--- src/rtl/branch_target_predictor.sv ---
// Direct-mapped branch target predictor.
// Each entry holds a valid bit, a tag, a target and a saturating counter.
// Lookup is combinational and returns the table contents before any
// same-cycle update. Resolved branches train the table on the clock edge.
// Branch and mispredict statistics saturate and are not cleared by a flush.
module branch_target_predictor #(
    parameter int ENTRIES  = 16,
    parameter int CNT_BITS = 2,
    parameter int MODE     = 1
) (
    input  logic        CLK,
    input  logic        nRST,
    input  logic [31:0] lookup_pc,
    output logic        pred_taken,
    output logic [31:0] pred_target,
    input  logic        upd_valid,
    input  logic [31:0] upd_pc,
    input  logic        upd_taken,
    input  logic [31:0] upd_target,
    input  logic        upd_pred_taken,
    input  logic [31:0] upd_pred_target,
    input  logic        flush_tbl,
    output logic        mispredict,
    output logic [31:0] branch_cnt,
    output logic [31:0] miss_cnt
);

    localparam int IDX   = $clog2(ENTRIES);
    localparam int TAG_W = 30 - IDX;
    localparam bit DYN   = (MODE == 1);

    localparam logic [CNT_BITS-1:0] CNT_MAX = '1;
    localparam logic [CNT_BITS-1:0] CNT_ONE = CNT_BITS'(1);
    // Weakly taken: only the MSB set. Weakly not-taken: one below that.
    localparam logic [CNT_BITS-1:0] CNT_WT  = CNT_BITS'(1 << (CNT_BITS - 1));
    localparam logic [CNT_BITS-1:0] CNT_WNT = CNT_BITS'((1 << (CNT_BITS - 1)) - 1);

    logic                valid_q  [ENTRIES];
    logic [TAG_W-1:0]    tag_q    [ENTRIES];
    logic [31:0]         target_q [ENTRIES];
    logic [CNT_BITS-1:0] cnt_q    [ENTRIES];

    logic [31:0] branch_cnt_q;
    logic [31:0] miss_cnt_q;

    logic [IDX-1:0]   lk_idx;
    logic [TAG_W-1:0] lk_tag;
    logic             lk_hit;
    logic [IDX-1:0]   up_idx;
    logic [TAG_W-1:0] up_tag;
    logic             up_hit;

    // The byte offset within a word never participates in indexing or tagging.
    logic unused_pc_bits;
    assign unused_pc_bits = ^{lookup_pc[1:0], upd_pc[1:0]};

    // Combinational lookup and prediction; sees the pre-update table.
    always_comb begin
        lk_idx      = lookup_pc[IDX+1:2];
        lk_tag      = lookup_pc[31:IDX+2];
        lk_hit      = valid_q[lk_idx] && (tag_q[lk_idx] == lk_tag);
        pred_taken  = DYN && lk_hit && cnt_q[lk_idx][CNT_BITS-1];
        pred_target = pred_taken ? target_q[lk_idx] : (lookup_pc + 32'd4);
    end

    // Update-side decode and mispredict detection.
    always_comb begin
        up_idx     = upd_pc[IDX+1:2];
        up_tag     = upd_pc[31:IDX+2];
        up_hit     = valid_q[up_idx] && (tag_q[up_idx] == up_tag);
        mispredict = upd_valid &&
                     ((upd_taken != upd_pred_taken) ||
                      (upd_taken && (upd_pred_target != upd_target)));
    end

    // Table training; a flush wins over a simultaneous update.
    always_ff @(posedge CLK or negedge nRST) begin
        if (!nRST) begin
            for (int i = 0; i < ENTRIES; i++) begin
                valid_q[i]  <= 1'b0;
                tag_q[i]    <= '0;
                target_q[i] <= '0;
                cnt_q[i]    <= CNT_WNT;
            end
        end else if (flush_tbl) begin
            for (int i = 0; i < ENTRIES; i++) begin
                valid_q[i] <= 1'b0;
            end
        end else if (upd_valid) begin
            if (up_hit) begin
                if (upd_taken) begin
                    if (cnt_q[up_idx] != CNT_MAX) begin
                        cnt_q[up_idx] <= cnt_q[up_idx] + CNT_ONE;
                    end
                    target_q[up_idx] <= upd_target;
                end else if (cnt_q[up_idx] != '0) begin
                    cnt_q[up_idx] <= cnt_q[up_idx] - CNT_ONE;
                end
            end else if (upd_taken) begin
                valid_q[up_idx]  <= 1'b1;
                tag_q[up_idx]    <= up_tag;
                target_q[up_idx] <= upd_target;
                cnt_q[up_idx]    <= CNT_WT;
            end
        end
    end

    // Saturating resolved-branch and mispredict statistics.
    always_ff @(posedge CLK or negedge nRST) begin
        if (!nRST) begin
            branch_cnt_q <= '0;
            miss_cnt_q   <= '0;
        end else if (upd_valid) begin
            if (branch_cnt_q != 32'hFFFF_FFFF) begin
                branch_cnt_q <= branch_cnt_q + 32'd1;
            end
            if (mispredict && (miss_cnt_q != 32'hFFFF_FFFF)) begin
                miss_cnt_q <= miss_cnt_q + 32'd1;
            end
        end
    end

    assign branch_cnt = branch_cnt_q;
    assign miss_cnt   = miss_cnt_q;

endmodule
--- config.mk ---
export PLATFORM = sky130hd
export DESIGN_NAME = branch_target_predictor
export DESIGN_NICKNAME = d
export VERILOG_FILES = /design/src/rtl/branch_target_predictor.sv
export SDC_FILE = /design/constraint.sdc
export NUM_CORES = 2
export LEC_CHECK = 0
export ABC_AREA = 0
export CORE_ASPECT_RATIO = 1.75
export CORE_MARGIN = 1.5
export CORE_UTILIZATION = 56
export DETAILED_ROUTE_END_ITERATION = 8
export HOLD_SLACK_MARGIN = 0.06
export PLACE_DENSITY = 0.85
export SYNTH_ARGS = -nofsm -noshare
export SYNTH_HDL_FRONTEND = slang
export SYNTH_SLANG_ARGS = --single-unit
--- constraint.sdc ---
create_clock -name CLK -period 10.5 [get_ports CLK]
set_input_delay 2.1 -clock CLK [delete_from_list [all_inputs] [get_ports CLK]]
set_output_delay 2.1 -clock CLK [all_outputs]
set_load 0.05 [all_outputs]
==> metrics.cfg <==
[power_and_ir_drop]
swShare_pct = 26.9
finalPower_w = 0.0102
peakVddDrop_v = 0.000197
p_clk_share_pct = 35.2
p_int_w = 0.00746
switchingPower_w = 0.00275
seqPwrFrac_pct = 47.6
power_density_mw_per_mm2 = 173
p_leak_nw = 26.4
p_comb_share_pct = 17.2

[grt]
grt_overflow = 0
grt_max_degree = 194
antenna_found_initial = 11
grt_usage_pct = 31.1
grt_pass1_wl_um = 219000
grt_pass1_vias = 35542

[detailed_routing]
num_vias = 33340
drc = 24
avgViaCountPerCell = 6.73
wl_met2_um = 70900
met3_length_um = 11900
m1WireLength_um = 50700
routedWlPerCell_um = 29.3
top_layer = met5
routed_wirelength_um = 145000
drtAntennaViolNets = 0
drt_iter0_drc = 2904
drt_pass1_iterations = 9

[clocking]
cts_buffers = 94
cts_hold_buffers = 0
clk_pin_slew_ps = 60
root_buffer = clkbuf_16
cts_max_path_buffers = 3
post_cts_resized = 0
cts_num_sinks = 1040
h-tree-depth = 3
cts_setup_buffers = 0
cts_tree = built
worstSkewPairLatency_ps = 720

[timing]
fmax_mhz = 113
final.min_clock_period_ps = 8820
slew_headroom_pct = 14.2
setup-violations-final = 0
fin_tns_setup_ps = 0
skew_ps = 43.8
post-route-period-util_pct = 84.0
rsz0062_at_grt = false
worst_slew_pin_slew_ps = 1280
slew_viol_final = 0
finalHoldViolations = 0

[setup_path]
worst_ep_required_time_ps = 8400
cp.arrival_ps = 6720
path_class = input port to output port
cp_slowest_stage_delay_ps = 840
cp_num_cells = 11
cp_cell_sequence = buf_8 -> buf_12 -> mux4_2 -> mux4_2 -> xnor2_1 -> nand4_1 -> nor4b_1 -> nand4_1 -> buf_4 -> mux2_2 -> clkdlybuf4s50_1
cp-start-kind = input port
reg2reg_depth = 10
crit_family = buffers and inverters
crit_slowest_cell = clkdlybuf4s50_1
worst_setup_path_end_kind = output port
path_max_fanout = 47
cp.buffers_inverters = 4

[final_layout]
nets = 3815
syn_to_final_growth_pct = 12.4
fin_area_mm2 = 0.0589
drive_gt1_share_pct = 42.8

[synthesis]
yosys_most_used_dff = dfrtp_1
synth_edf_count = 0
ys_warn_count = 0
synth_seq_cells = 1040
yosysMostFrequentCell = dfrtp_1
seq_area_frac_synth_pct = 49.7
synthArstFlopShare_pct = 100
synth_common_cells = dfrtp_1 (1,024), mux2_2 (957), mux4_2 (362), nand2_1 (196), clkbuf_1 (182)
syn_nets = 3725
synth_top_area_share_pct = 48.9
yosysTopAreaCell = dfrtp_1
ys_types = 73
synthesis.area_mm2 = 0.0525
synthesis.instances = 3586
synthTopCellsByArea = dfrtp_1 (49%), mux2_2 (21%), mux4_2 (16%), mux2i_1 (2.0%), xnor2_1 (1.7%)
avgSynthCellArea_um2 = 14.6

[die]
core-area_mm2 = 0.0930
die_w_um = 234
num_rows = 148
die_area_mm2 = 0.0956
die_h_um = 408
top_level_ports = 232
start_util_pct = 56.4

[placed_design]
gp_congestion = 0.937
placement.io_buffers = 229
placed_area_mm2 = 0.0557
dp_hpwl_um = 90200

[run_status]
status = complete, but fails checks
violations = design-rule violations

[hold_path]
hold_depth = 2
hold_class = register to register

[job]
maxCapViolCount = 0

-- through the flow --
stage	util, %	std cells	worst slack, ps	hold slack (ps)
floorplan	-	3586	1590	442
global placement	59.9	4780	1800	454
detailed placement	59.9	4780	1720	463
CTS	63.4	4947	1720	480
global route	63.4	4948	1500	497
finish	63.4	4954	1680	480
-- cells by family after synthesis --
group	count (synthesis)	synth area share [%]
flops	1040	49.7
xor+xnor	168	2.81
simple gates	457	4.27
fa+ha+maj	5	0.119
mux	1435	38.3
buf+inv	323	2.61
compound gates	158	2.21
-- power by group through the flow --
stage	Combinational, W	Sequential (W)	Clock, W
after floorplan	0.00116	0.00488	0
final	0.00176	0.00486	0.00359
after global placement	0.00169	0.00487	0
after global routing	0.00187	0.00492	0.00379
after CTS	0.00176	0.00485	0.00363
after detailed placement	0.00175	0.00492	0
-- routing by layer --
metal  global-route usage, %  vias up
met5                       0        -
met4                    22.5       12
met2                    49.7     1660
met3                    6.24      547
met1                    37.2    17552
li1                        -    13569
-- layout by cell type (no fill, tap or decap), types with 22 or more instances in the layout --
cell             count
dfrtp_1           1024
mux2_2             957
mux4_2             362
clkdlybuf4s50_1    220
nand2_1            181
xnor2_1            103
mux2i_1            103
clkbuf_16           94
xor2_1              65
nand3_1             55
buf_4               48
nor2_1              43
nand4_1             35
inv_1               31
a22oi_1             29
clkbuf_8            26
o21ai_0             25
a21oi_1             22
and3_1              22
-- tightest hold or removal path: cells and delay by family, from the launching register on --
family / cells / cell delay, ps
and+or+nand+nor: 2 / 110
DFF: 1 / 340
-- layout make-up --
class / instances / area, um2
multi-input combinational: 2223 / 25200
inverter: 32 / 120
tap: 1200 / 1500
clock buffer: 138 / 2770
fill: 6540 / 34000
clock inverter: 29 / 440
timing repair buffer: 285 / 2840
sequential: 1040 / 26000
antenna: 7 / 17.5
-- flip-flops by register name, indices dropped and copies added, names as in the netlist --
register    count
branch_cnt     32
cnt_q          32
miss_cnt       32
tag_q         416
target_q      512
valid_q        16
-- worst paths after layout --
check / end / slack [ps] / startpoint
min in group asynchronous: branch_cnt[7]$_DFFE_PN0P_ / 1340 / nRST
worst max-delay path: pred_target[10] / 1680 / lookup_pc[2]
worst min-delay path: target_q[479]$_DFFE_PN0P_ / 480 / target_q[479]$_DFFE_PN0P_
worst max register to register: tag_q[168]$_DFFE_PN0P_ / 5090 / tag_q[16]$_DFFE_PN0P_
max in group asynchronous: target_q[18]$_DFFE_PN0P_ / 6780 / nRST
worst min register to register: target_q[479]$_DFFE_PN0P_ / 480 / target_q[479]$_DFFE_PN0P_
No activity file was read; power rests on OpenSTA's default activity.
